### config.mk
export PLATFORM = sky130hd
export DESIGN_NAME = fetch_q
export DESIGN_NICKNAME = d
export VERILOG_FILES = /design/src/rtl/fetch_q_pkg.sv /design/src/rtl/fetch_q_fifo.sv /design/src/rtl/fetch_q.sv
export SDC_FILE = /design/constraint.sdc
export NUM_CORES = 1
export LEC_CHECK = 0
export CAP_MARGIN = 0
export CORE_AREA = 2 2 172 174
export DETAILED_ROUTE_END_ITERATION = 8
export DIE_AREA = 0 0 174 176
export HOLD_SLACK_MARGIN = 0.03
export MAX_ROUTING_LAYER = met4
export PLACE_DENSITY = 0.76
export SYNTH_ARGS = -nofsm -noshare
export SYNTH_HDL_FRONTEND = slang
export SYNTH_SLANG_ARGS = --single-unit
### constraint.sdc
create_clock -name clk -period 3.59 [get_ports clk]
set_input_delay 0.359 -clock clk [delete_from_list [all_inputs] [get_ports clk]]
set_output_delay 0.359 -clock clk [all_outputs]
set_load 0.005 [all_outputs]
### src/rtl/fetch_q_pkg.sv
// rtl/fetch_q_pkg.sv - shared defaults and encodings for the fetch unit
package fetch_q_pkg;

  localparam int unsigned DEF_AW       = 32;
  localparam int unsigned DEF_IW       = 32;
  localparam logic [31:0] DEF_RESET_PC = 32'h0000_0000;
  // Canonical no-op (addi x0, x0, 0) for consumers that need a filler word.
  localparam logic [31:0] NOP_INS      = 32'h0000_0013;

endpackage

### src/rtl/fetch_q_fifo.sv
// rtl/fetch_q_fifo.sv - synchronous prefetch FIFO with clear, occupancy and head outputs
module fetch_fifo #(
  parameter int unsigned DEPTH = 4,
  parameter int unsigned W     = 64,
  localparam int unsigned PW   = $clog2(DEPTH),
  localparam int unsigned CW   = PW + 1
) (
  input  logic          clk,
  input  logic          rst,
  input  logic          clear,
  input  logic          push,
  input  logic [W-1:0]  push_data,
  input  logic          pop,
  output logic [CW-1:0] occ,
  output logic          head_valid,
  output logic [W-1:0]  head_data
);

  logic [W-1:0]  mem_q [DEPTH];
  logic [W-1:0]  mem_d [DEPTH];
  logic [PW-1:0] rd_q, rd_d, wr_q, wr_d;
  logic [CW-1:0] occ_q, occ_d;
  logic          pop_ok;

  assign pop_ok     = pop && (occ_q != '0);
  assign occ        = occ_q;
  assign head_valid = (occ_q != '0);
  // Head reads zero when empty so the outputs stay quiet between bursts.
  assign head_data  = head_valid ? mem_q[rd_q] : '0;

  // Next-state: clear wins over push/pop; pointers wrap since DEPTH is a power of 2.
  always_comb begin
    mem_d = mem_q;
    rd_d  = rd_q;
    wr_d  = wr_q;
    occ_d = occ_q;
    if (clear) begin
      rd_d  = '0;
      wr_d  = '0;
      occ_d = '0;
    end else begin
      if (push) begin
        mem_d[wr_q] = push_data;
        wr_d        = wr_q + PW'(1);
      end
      if (pop_ok) begin
        rd_d = rd_q + PW'(1);
      end
      occ_d = occ_q + CW'(push) - CW'(pop_ok);
    end
  end

  // Control state registers.
  always_ff @(posedge clk) begin
    if (rst) begin
      rd_q  <= '0;
      wr_q  <= '0;
      occ_q <= '0;
    end else begin
      rd_q  <= rd_d;
      wr_q  <= wr_d;
      occ_q <= occ_d;
    end
  end

  // Storage is pure datapath and needs no reset.
  always_ff @(posedge clk) begin
    mem_q <= mem_d;
  end

  // A push into a full queue means the upstream credit logic is broken.
  a_no_overflow : assert property (@(posedge clk) disable iff (rst)
    !(push && !clear && (occ_q == CW'(DEPTH))));

endmodule

### src/rtl/fetch_q.sv
// rtl/fetch_q.sv - instruction fetch unit with credit-controlled prefetch queue
module fetch_q
  import fetch_q_pkg::*;
#(
  parameter int unsigned   AW       = DEF_AW,
  parameter int unsigned   IW       = DEF_IW,
  parameter int unsigned   DEPTH    = 4,
  parameter logic [AW-1:0] RESET_PC = AW'(DEF_RESET_PC),
  parameter bit            REL_JMP  = 1'b1
) (
  input  logic          clk,
  input  logic          rst,
  input  logic          flush,
  input  logic          redirect_en,
  input  logic [AW-1:0] redirect_addr,
  output logic          imem_en,
  output logic [AW-1:0] imem_addr,
  input  logic [IW-1:0] imem_rdata,
  output logic          out_valid,
  input  logic          out_ready,
  output logic [IW-1:0] out_ins,
  output logic [AW-1:0] out_pc
);

  localparam int unsigned   CW      = $clog2(DEPTH) + 1;
  localparam logic [CW:0]   DEPTH_C = (CW + 1)'(DEPTH);

  logic [AW-1:0]    pc_q, pc_d;
  logic [AW-1:0]    req_pc_q, req_pc_d;
  logic             inflight_q, inflight_d;
  logic             drop_q, drop_d;
  logic [CW-1:0]    occ;
  logic             restart;
  logic             credit;
  logic             push;
  logic [AW-1:0]    target;
  logic [IW+AW-1:0] head_data;

  assign restart = flush || redirect_en;
  // Registered occupancy plus the outstanding request must leave room for its response.
  assign credit  = ({1'b0, occ} + {{CW{1'b0}}, inflight_q}) < DEPTH_C;
  assign imem_en   = !rst && !restart && credit;
  assign imem_addr = pc_q;
  assign push      = inflight_q && !drop_q;
  assign target    = REL_JMP ? (out_pc + redirect_addr) : redirect_addr;
  assign out_ins   = head_data[IW+AW-1:AW];
  assign out_pc    = head_data[AW-1:0];

  // PC / request tracking: flush beats redirect beats sequential issue.
  always_comb begin
    pc_d       = pc_q;
    req_pc_d   = req_pc_q;
    inflight_d = 1'b0;
    drop_d     = 1'b0;
    if (flush) begin
      pc_d   = RESET_PC;
      drop_d = inflight_q;
    end else if (redirect_en) begin
      pc_d   = target;
      drop_d = inflight_q;
    end else if (imem_en) begin
      pc_d       = pc_q + AW'(1);
      req_pc_d   = pc_q;
      inflight_d = 1'b1;
    end
  end

  // Fetch-side state registers.
  always_ff @(posedge clk) begin
    if (rst) begin
      pc_q       <= RESET_PC;
      req_pc_q   <= RESET_PC;
      inflight_q <= 1'b0;
      drop_q     <= 1'b0;
    end else begin
      pc_q       <= pc_d;
      req_pc_q   <= req_pc_d;
      inflight_q <= inflight_d;
      drop_q     <= drop_d;
    end
  end

  fetch_fifo #(
    .DEPTH (DEPTH),
    .W     (IW + AW)
  ) u_fifo (
    .clk        (clk),
    .rst        (rst),
    .clear      (restart),
    .push       (push),
    .push_data  ({imem_rdata, req_pc_q}),
    .pop        (out_ready),
    .occ        (occ),
    .head_valid (out_valid),
    .head_data  (head_data)
  );

  // A relative jump needs a valid head to take its base address from.
  a_rel_needs_head : assert property (@(posedge clk) disable iff (rst)
    (REL_JMP && redirect_en && !flush) |-> out_valid);

endmodule

# After elaboration in Yosys (flattened, before gate mapping)
# Index checks and enable logic that the tools add are counted.
# totals
regBits,329
input_bits,69
output_inout_bits,98
word_cells,55
# classes
addsub,7
order_cmp,4
mux,12
n_bitwise,5
n_reduce_logical,16
# op_table
cell,n
256-bit bitwise mux,1
64-bit two-way mux,4
64-bit binary-select mux with 2-bit select,1
64-bit demux with 2-bit select,1
32-bit two-way mux,2
32-bit by 1-bit adder with 32-bit output (second input constant),1
32-bit adder,1
3-bit greater-or-equal comparator (second input constant),2
2-bit NOT with 3-bit output,2
1-bit logical AND,5
2-bit by 1-bit adder with 2-bit output (second input constant),2
3-bit by 1-bit adder with 4-bit output,1
4-bit by 3-bit less-than comparator with 1-bit output (second input constant),1
2-bit OR reduction,2
3-bit by 1-bit adder with 3-bit output,1
1-bit logical NOT,3
3-bit by 1-bit less-than comparator with 1-bit output (second input constant),1
1-bit two-way mux,3
1-bit NOT,3
3-bit AND reduction,1
3-bit nonzero test,1
3-bit OR reduction,1
3-bit by 1-bit subtractor with 3-bit output,1
2-bit AND reduction,1
other kinds (2),2

# Logic depth before layout (Yosys ltp)
# Gate-level depths: netlist of the first run.
# logic_depth
depth_word,7
mapped_depth,17
mapped_depth_nobuf,14

# By module
# From an unflattened synthesis of the first run, not the netlist that was laid out.
# unflattened
hier_cells,1055
area_unflattened_um2,14823.0
# by_module_without_submodules
module,instances,cells_per_inst,area_per_inst_um2,seq_area_each_um2
fetch_fifo,1,450,10139.7,7827.5
fetch_q,1,605,4683.2,1321.3

# Worst setup path before layout of the first run
# No wires, ideal clock.
# synth_path
kind,flip-flop to flip-flop
from,register u_fifo.rd_q[0]
to,"register pc_q[31], in the netlist imem_addr[31]"
setup_ns,0.121
arrival_time_ns,3.778
required_ns,3.469
slack_ns,-0.308
path_stages_with_launch,17
path_buffers,3
period_less_slack_ns,3.898
path_cell_list,dfxtp_1 -> clkbuf_1 -> buf_1 -> buf_2 -> mux2_2 -> o211ai_1 -> inv_1 -> ha_1 -> a211oi_1 -> o21ai_1 -> nand4_1 -> o211ai_4 -> a31oi_4 -> o21ai_2 -> a311oi_1 -> a32o_1 -> nor3_2
# synth_between
elab_chain_len,7
# synth_lines
element,line,source
from (decl),fetch_q_fifo.sv:21,"logic [PW-1:0] rd_q, rd_d, wr_q, wr_d;"
from (signal assigned),fetch_q_fifo.sv:60,rd_q <= rd_d;
2-bit NOT with 3-bit output (implied by the code),fetch_q_fifo.sv:29,assign head_data = head_valid ? mem_q[rd_q] : '0;
64-bit binary-select mux with 2-bit select,fetch_q_fifo.sv:29,
64-bit two-way mux (implied by the code) (2 in series),fetch_q_fifo.sv:29,
64-bit two-way mux,fetch_q_fifo.sv:29,
named net out_pc[1],fetch_q.sv:22,output logic [AW-1:0] out_pc
32-bit adder,fetch_q.sv:45,assign target = REL_JMP ? (out_pc + redirect_addr) : redirect_addr;
32-bit two-way mux,fetch_q.sv:58,end else if (redirect_en) begin
to (signal assigned),fetch_q.sv:76,pc_q <= pc_d;
to (decl),fetch_q.sv:28,"logic [AW-1:0] pc_q, pc_d;"
# The timed path passes the listed nets, and every way through them passes these cells. The select of a mux whose other input is x is not followed.
# A chain may end at the register's enable or synchronous reset.

# Final worst setup path of the first run
# layout_path
from,register u_fifo.rd_q[0]
to,"register pc_q[25], in the netlist imem_addr[25]"
# layout_between
elab_chain_len,7
# layout_lines
element,line
2-bit NOT with 3-bit output (implied by the code),fetch_q_fifo.sv:29
64-bit binary-select mux with 2-bit select,fetch_q_fifo.sv:29
64-bit two-way mux (implied by the code) (2 in series),fetch_q_fifo.sv:29
64-bit two-way mux,fetch_q_fifo.sv:29
32-bit adder,fetch_q.sv:45
32-bit two-way mux,fetch_q.sv:58
# Every way passes these cells. The select of a mux whose other input is x is not followed.

==> results of run 1 <==
==> critical path, cell delays in order, from the launching register on <==
cell and delay, ps:
sky130_fd_sc_hd__dfxtp_4 380, sky130_fd_sc_hd__buf_12 130, sky130_fd_sc_hd__mux2_2 320, sky130_fd_sc_hd__o211ai_1 290, sky130_fd_sc_hd__inv_1 160, sky130_fd_sc_hd__ha_1 350
sky130_fd_sc_hd__a211oi_2 260, sky130_fd_sc_hd__o21ai_1 130, sky130_fd_sc_hd__nand4_1 190, sky130_fd_sc_hd__o211ai_4 150, sky130_fd_sc_hd__a31oi_4 270, sky130_fd_sc_hd__buf_4 160
sky130_fd_sc_hd__o21bai_1 60, sky130_fd_sc_hd__a21oi_1 170, sky130_fd_sc_hd__xor2_1 240, sky130_fd_sc_hd__o21ai_1 120
==> worst max path at each step <==
stage / endpoint / from
after floorplan: imem_addr[31]$_SDFFE_PP0P_ / u_fifo.rd_q[1]$_SDFFE_PP0P_
after global placement: imem_addr[31]$_SDFFE_PP0P_ / u_fifo.occ[0]$_SDFF_PP0_
after detailed placement: imem_addr[31]$_SDFFE_PP0P_ / u_fifo.occ[0]$_SDFF_PP0_
after CTS: imem_addr[25]$_SDFFE_PP0P_ / u_fifo.rd_q[0]$_SDFFE_PP0P_
after global routing: imem_addr[25]$_SDFFE_PP0P_ / u_fifo.rd_q[0]$_SDFFE_PP0P_
final: imem_addr[25]$_SDFFE_PP0P_ / u_fifo.rd_q[0]$_SDFFE_PP0P_
==> cell usage in the layout, fill, tap and decap left out, drive strengths merged, types with 6 or more instances in the layout <==
master and instances:
nand3 16, xor2 20, o22ai 7, o21ai 22, nor2 54, ha 39
edfxtp 256, clkbuf 48, nand2 110, o211ai 6, nor2b 8, dfxtp 73
clkdlybuf4s50 166, inv 20, nand4 8, a21oi 74, and2 66, a211oi 12
buf 69, xnor2 28, a21o 16, mux4 63, clkinv 8, nor3 9
and3 13
==> power by group through the flow <==
stage / clock network, µW / registers (µW) / logic, µW
3_5_place_dp: 0 / 4220 / 366
4_1_cts: 3100 / 4140 / 371
6_report: 3060 / 4140 / 375
2_1_floorplan: 0 / 4210 / 162
3_3_place_gp: 0 / 4220 / 362
5_1_grt: 3240 / 4140 / 407
==> what timing repair did <==
action                                  4_1_cts  5_1_grt
resized for setup                             3       20
setup buffers                                 3       11
pin swaps                                     0       14
gates cloned                                  0        1
hold endpoints to repair                      0        0
endpoints found under the setup margin        7       15
==> kinds of logic after synthesis <==
logic type      share of synthesized area (%)
flops                                    63.0
buf+inv                                  1.86
xor+xnor                                 2.90
mux                                      10.1
fa+ha+maj                                3.64
simple gates                             10.3
compound gates                           8.26
==> state kept, by name, indices dropped and copies added (netlist names) <==
name	cells
u_fifo.mem_q	256
imem_addr	32
req_pc_q	32
u_fifo.occ	3
u_fifo.rd_q	2
u_fifo.wr_q	2
drop_q	1
inflight_q	1
==> metrics by stage <==
stage	instance area [µm²]	util, %	hold slack [ps]
final	18200	63.7	448
after global routing	18200	63.7	441
after CTS	18000	63.1	424
after detailed placement	17000	59.5	484
after global placement	17000	59.5	473
after floorplan	14500	-	458
==> layer usage <==
metal / share of wire, % / wire, µm / global-route usage, % / vias to the layer above
li1: - / - / - / 4334
met1: 42 / 14700 / 30.8 / 4705
met2: 49 / 17400 / 38.4 / 350
met3: 6.0 / 2100 / 3.45 / 73
met4: 2.9 / 1020 / 6.86 / 0
met5: 0 / 0 / - / -
==> layout make-up <==
class                   instances  area share, %
inverters                      20          0.413
repair buffers                236           12.9
flip-flops and latches        329           50.3
clock inverters                10          0.420
well taps                     384           2.64
clock buffers                  47           4.82
multi-input cells             632           28.5
==> summary.md, run 1 <==
The run finished with clean final reports. The tools report the reg-to-reg critical path endpoint as imem_addr[25]$_SDFFE_PP0P_. The total net switching power was 1540 µW. The internal power of the cells totals 6040 µW. The overall die height was 176 µm; the fmax was 285 MHz. In this run the power density over the cells is 417 nW/µm². The number of nets handed over by synthesis was 1140. Max-cap violations in this run came to 0. Counting instances in the post-synthesis netlist gives the leading cell types as sky130_fd_sc_hd__edfxtp_1 (256), sky130_fd_sc_hd__nand2_1 (108), sky130_fd_sc_hd__a21oi_1 (74). For the sequential cell fraction of total power, the log shows 54.7%. The die covers 30600 µm². Flip-flop cell with the highest count after synthesis: sky130_fd_sc_hd__edfxtp_1. Compared with the post-synthesis result, the final layout area differs by 25.3%. The clock network burns 40.3% of the power.

The pin slew with the least headroom to its limit works out to 618 ps. The number of cells after detailed placement came out at 1586. The run gives 0 as the remaining routing DRC violations. Global routing used 23.4% of the available tracks across all layers. The logs give 1030 for the count of mapped cells out of synthesis and 80 ps for the minimum setup slack among reg-to-reg paths. The endpoint with the worst hold slack is u_fifo.mem_q[173]$_DFFE_PP_.

sky130_fd_sc_hd__edfxtp_1 takes more of the synthesized area than any other cell. After detailed routing, the average wire length per cell comes to 21.2 µm. The critical path in this run is classified as register to register.

The largest voltage drop on the vdd net was 346 µV. Setup repair after global routing could not meet its margin everywhere. The tools report the maximum root-to-sink buffer count as 3. For the worst slack after detailed placement, the log shows -72.9 ps.

Yosys mapped a number of flops with a built-in enable equal to 256. Row generation in the floorplan step produced 62 rows. The detail route stage leaves a number of antenna-violating nets equal to 0.

For this run, the register share of the synthesized area comes to 63.0%. STA classifies the critical path endpoint as a register. After floorplanning, the core was sized to cover 28500 µm².

For the total count of max-transition violations in the final report, the log shows 0. After synthesis, the share of flip-flops with an asynchronous set or reset is 0%. The run gives 3930 ps as the data arrival time at the worst-slack endpoint.

After legalization and detailed placement, the total HPWL measured 23400 µm. The largest net degree at the start of global routing is 45, and the first-pass GRT wire length is 53300 µm. A synthesized cell averages 14.1 µm². The startpoint of the lowest-slack hold path was imem_rdata[13].

For this block, the routed nets add up to 35200 µm of wire. The total iterations of the first detailed-routing run is 7. The area share of the leading cell type in the synthesized netlist was 53.0%. The run gives 0.904 as the routability congestion estimate.

The number of global-route vias before repair is 9490. After clock tree synthesis, the flow added hold-fix buffers numbering 0. Average via count per standard cell: 5.71. Number of antenna repair diodes: 0. The leakage component of the power is 0.00641 µW.

The final-layout fill cell count was 2116; the clock tree skew after final layout was 14.6 ps. The detailed router finished its first iteration with 778 violations. The worst setup path is launched from a register. Net switching is 20.3% of the power.

The number of clock sinks seen by CTS came out at 329. After layout, the worst path uses 97.8% of the clock period. The path class of the tightest hold or removal check is input port to register. After clock tree synthesis, the clock-pin slew on the worst setup and hold paths is 60 ps.

The logs give 4010 ps for the endpoint required time on the critical path and 1 for the depth of the CTS H-tree. Measured in cells, the most critical reg-to-reg path has a length of 15. TritonCTS built the clock tree.

For the final global-route overflow total, the log shows 0. Headroom to the max-slew limit came out at 58.8%. The fraction of layout instances using a drive strength above 1 was 17.6%; the number of failing setup endpoints in the final timing report was 0. The routed layout has 9462 vias. The run gives 9150 µm² as the combined flip-flop and latch cell area. The worst path in the final design needs a cycle of 3510 ps, including I/O delays and setup. In this run, synthesis produced a sequential element count of 329. For this configuration, the core starts out at a cell density of 50.9%. After the last flow step, the layout net total stands at 1360.

The combinational group share of total power was 5.0%; the worst-path maximum fanout was 5. Input and output buffers added on the ports amount to 166. The number of clock buffers added by TritonCTS is 31. After synthesis, the netlist uses 70 different library cells. Yosys attributes the largest share of cell area to sky130_fd_sc_hd__edfxtp_1 (53%), sky130_fd_sc_hd__dfxtp_1 (10%), sky130_fd_sc_hd__mux4_2 (9.8%). The tools report the library cell used as clock root buffer as sky130_fd_sc_hd__clkbuf_16. The logs give 14500 µm² for the total standard cell area after synthesis and 78.0 ps for the post-layout worst setup margin.

The count of cells in the finished layout, fillers not included, comes to 1658. The die is 174 µm wide. 167 I/O pins were placed. Most frequently used cell type in the post-synthesis netlist: sky130_fd_sc_hd__edfxtp_1. The number of cells traversed by the worst hold path came out at 1.

The final-layout setup total negative slack came out at 0 ps. The number of antenna violations at the first check in global routing is 0. The worst register-to-register path begins at u_fifo.rd_q[0]$_SDFFE_PP0P_.

For the number of failing hold endpoints at the final stage, the log shows 0. Yosys printed 0 warnings. For the area used by multi-input combinational logic, the log shows 5180 µm². Overall power consumption after layout is estimated at 7570 µW. The run gives 550 ps as the clock latency on the worst-skew pair.
Power figures use the tool's default switching activity.
==> run 2, diff against run 1 <==
CELL_PAD_IN_SITES_DETAIL_PLACEMENT = 0   (was unset)
CELL_PAD_IN_SITES_GLOBAL_PLACEMENT = 1   (was unset)
CORE_AREA = 2 2 189 191   (was 2 2 172 174)
DIE_AREA = 0 0 191 193   (was 0 0 174 176)
GPL_ROUTABILITY_DRIVEN = 0   (was unset)
PLACE_DENSITY = unset   (was 0.76)
PLACE_DENSITY_LB_ADDON = 0.1   (was unset)
==> run 2 against run 1 <==
Final cell count increased by 5.5%. Maximum frequency increased by 2.3%. Non-clock buffer count increased by 7. Hold slack improved by 30 ps. Via count decreased by 2.9%. Total power increased by 8.0%. Global-route usage decreased by 3.1 points. Design area increased by 1.9%. Clock power increased by 20%. Core utilization decreased by 11 points. Sequential power about the same. Combinational power increased by 3%. Critical endpoint is now imem_addr[28]$_SDFFE_PP0P_. Largest cell class unchanged. Highest routed layer unchanged.
==> summary.md, run 2 (synthesis results as in run 1) <==
The worst-case IR drop observed on VDD is 255 µV. After layout, the design draws a total of 8180 µW. The endpoint identified for the worst register-to-register timing path is imem_addr[28]$_SDFFE_PP0P_. Counting the fill cells in the layout gives 2976. Traced cell by cell, the critical path runs through buf_6, buf_12, buf_16, mux4_2, and2_1, ha_1, a21oi_1, o21ai_0, a21o_1, a21o_1, a21o_1, a21oi_1, nand2_1, xnor2_1, o22ai_1. The tools report the final-layout setup total negative slack as 0 ps. In this run the most critical hold path is launched from imem_rdata[22]. The tools report the overall track demand over capacity in global routing as 20.3%. For the leakage component of the power, the log shows 0.00655 µW. At the worst endpoint, the arrival time is 3800 ps. CTS built an H-tree with a depth of 2. For the total count of max-transition violations in the final report, the log shows 0.

The die is 191 µm wide. In this run the worst path has a maximum fanout of 12. The total CTS buffers came out at 36.

The number of primary I/O pins is 167, and the minimum clock period is 3430 ps. The tools report the beginning of the worst register-to-register path as u_fifo.rd_q[0]$_SDFFE_PP0P_. Ranked by flip-flop count, first place goes to u_fifo.mem_q. In this run the power density over the cells is 442 nW/µm². For this configuration, the core starts out at a cell density of 41.5%. The register with the most flip-flops in the layout has 256 of them. The tools report the number of global-route vias before repair as 9182.

Pin slew with the least headroom to its limit: 638 ps. The logs give 0 for the number of antenna violations at the first check in global routing and 0 for the number of antenna-violating nets in the routed design. The length in cells of the worst reg-to-reg path came out at 15. Detailed-route via count: 9184. Leaving out fill and tap cells, the most frequent cell in the layout is sky130_fd_sc_hd__edfxtp_1. Cell with the largest stage delay on the worst path: sky130_fd_sc_hd__mux4_2.

Among the stages of the critical path, the cell type that occurs most often is sky130_fd_sc_hd__a21o_1. The flow ran to the end, and the final reports show no timing, DRC or antenna violations. The logs give 445 for the DRC violation total after the first TritonRoute iteration and 36600 µm for the total detailed-routing wirelength.

The clock drives 329 sinks. For the endpoint required time on the critical path, the log shows 3960 ps. The tools report the max-capacitance violation count as 0. Detailed placer's ending HPWL: 24900 µm. Counting along the longest clock path gives a buffer depth of 3. Relative to the synthesized area, the layout overhead comes to 27.6%.

The library cell used as clock root buffer is sky130_fd_sc_hd__clkbuf_16. In this run the worst setup path begins at u_fifo.rd_q[0]$_SDFFE_PP0P_. For the clock latency on the worst-skew pair, the log shows 510 ps.

For the total iterations of the first detailed-routing run, the log shows 5. Using the TritonRoute via totals, the vias-per-cell ratio works out to 5.25. The number of cells traversed by the worst hold path is 1, and the largest stage delay on the critical path is 520 ps. The worst path uses 95.6% of the clock period. Port buffering added 166 buffers. The run gives 35000 µm² as the core region area. Category of the most critical setup path: register to register.

Dividing the detail-routed wire length by the instance count gives 20.9 µm. Setup repair after global routing could not meet its margin everywhere. The run gives 291 MHz as the fmax. The floorplan has 69 rows. For the number of failing hold endpoints at the final stage, the log shows 0. TritonCTS built the clock tree.

In this run the tightest slew margin relative to its limit is 57.4%. The largest net degree at the start of global routing was 45; the minimum setup slack among reg-to-reg paths was 160 ps. The logs give 0 for the remaining routing DRC violations and 0 for the final global-route overflow total. For hold timing, the worst endpoint is u_fifo.mem_q[54]$_DFFE_PP_. The worst setup path is launched from a register.

From bottom edge to top edge, the die measures 193 µm. The min-delay analysis places its worst path in the category input port to register. STA classifies the critical path endpoint as a register.

The net count of the finished layout is 1372. After clock tree synthesis, the clock-pin slew on the worst setup and hold paths is 60 ps. 0 antenna diodes ended up in the layout. The die covers 36900 µm².

The top cell types in the final layout, fill and taps aside, are sky130_fd_sc_hd__edfxtp_1 (256), sky130_fd_sc_hd__clkdlybuf4s50_1 (166), sky130_fd_sc_hd__nand2_1 (108). On the final layout, the worst clock skew is 12.0 ps. The post-route netlist has 18.6% of its cells at a drive strength greater than 1. Setup violations remaining at the end of the flow were counted as 0. The first global-routing pass estimated 54200 µm of wire.
## run 2: changes by cell type in the layout (fill, tap and decap cells not counted), sizes merged
cell / change
buf: +7
clkinv: +4
bufinv: +3
clkbuf: -3
inv: +2
clkinvlp: +1
## run 2: critical path, delay by kind of cell (launching register included)
family,cells,cell delay [ps]
flops,1,420
compound gates,7,1150
xor+xnor,1,160
simple gates,2,300
buf+inv,3,390
fa+ha+maj,1,340
mux,1,520
## run 2: stage by stage
stage          hold WS (ps)  setup slack, ps  instance area (µm²)  util (%)  instances
6_report                478              158                18500      53.0       1749
3_5_place_dp            489            -70.5                17100      48.8       1671
2_1_floorplan           458             57.5                14500         -       1030
5_1_grt                 478            -72.1                18500      53.0       1749
4_1_cts                 462             33.2                18300      52.3       1737
3_3_place_gp            484            -91.6                17100      48.8       1671
## run 2: routing by layer
layer	track usage, %	vias up	part of all wire [%]
met1	25.5	4594	43
met4	5.19	0	1.9
met2	34.7	183	51
met5	-	-	0
li1	-	4365	-
met3	2.95	42	3.8
## run 2: worst max path at each step
| stage | end | slack (ps) | depth (start not counted) |
|---|---|---|---|
| finish | imem_addr[28]$_SDFFE_PP0P_ | 160 | 15 |
| global route | imem_addr[28]$_SDFFE_PP0P_ | -70 | 15 |
| CTS | imem_addr[28]$_SDFFE_PP0P_ | 30 | 14 |
| detailed placement | imem_addr[31]$_SDFFE_PP0P_ | -70 | 13 |
| global placement | imem_addr[31]$_SDFFE_PP0P_ | -90 | 13 |
| floorplan | imem_addr[31]$_SDFFE_PP0P_ | 60 | 14 |
## run 2: cell type report
class	count	area (µm²)	area share, %
Multi-Input combinational cell	632	5210	28.2
Sequential cell	329	9160	49.4
Inverter	20	75.1	0.405
Clock buffer	44	961	5.19
Timing Repair Buffer	243	2320	12.5
Tap cell	461	577	3.11
Clock inverter	20	219	1.18
## run 2: power by group
group	switching, µW	leakage, µW	total [µW]	internal [µW]
Clock	1460	0.000578	3660	2200
Combinational	191	0.00292	386	195
Sequential	34.5	0.00305	4140	4100
Total	1680	0.00655	8180	6500
## run 2: what timing repair did
| action | CTS | global route |
|---|---|---|
| endpoints found under the hold margin | 0 | 0 |
| setup buffers | 2 | 11 |
| pin swaps | 0 | 6 |
| cloned | 0 | 1 |
| gates resized for setup | 1 | 18 |
| setup endpoints to repair | 4 | 13 |
| hold buffers | 0 | 0 |
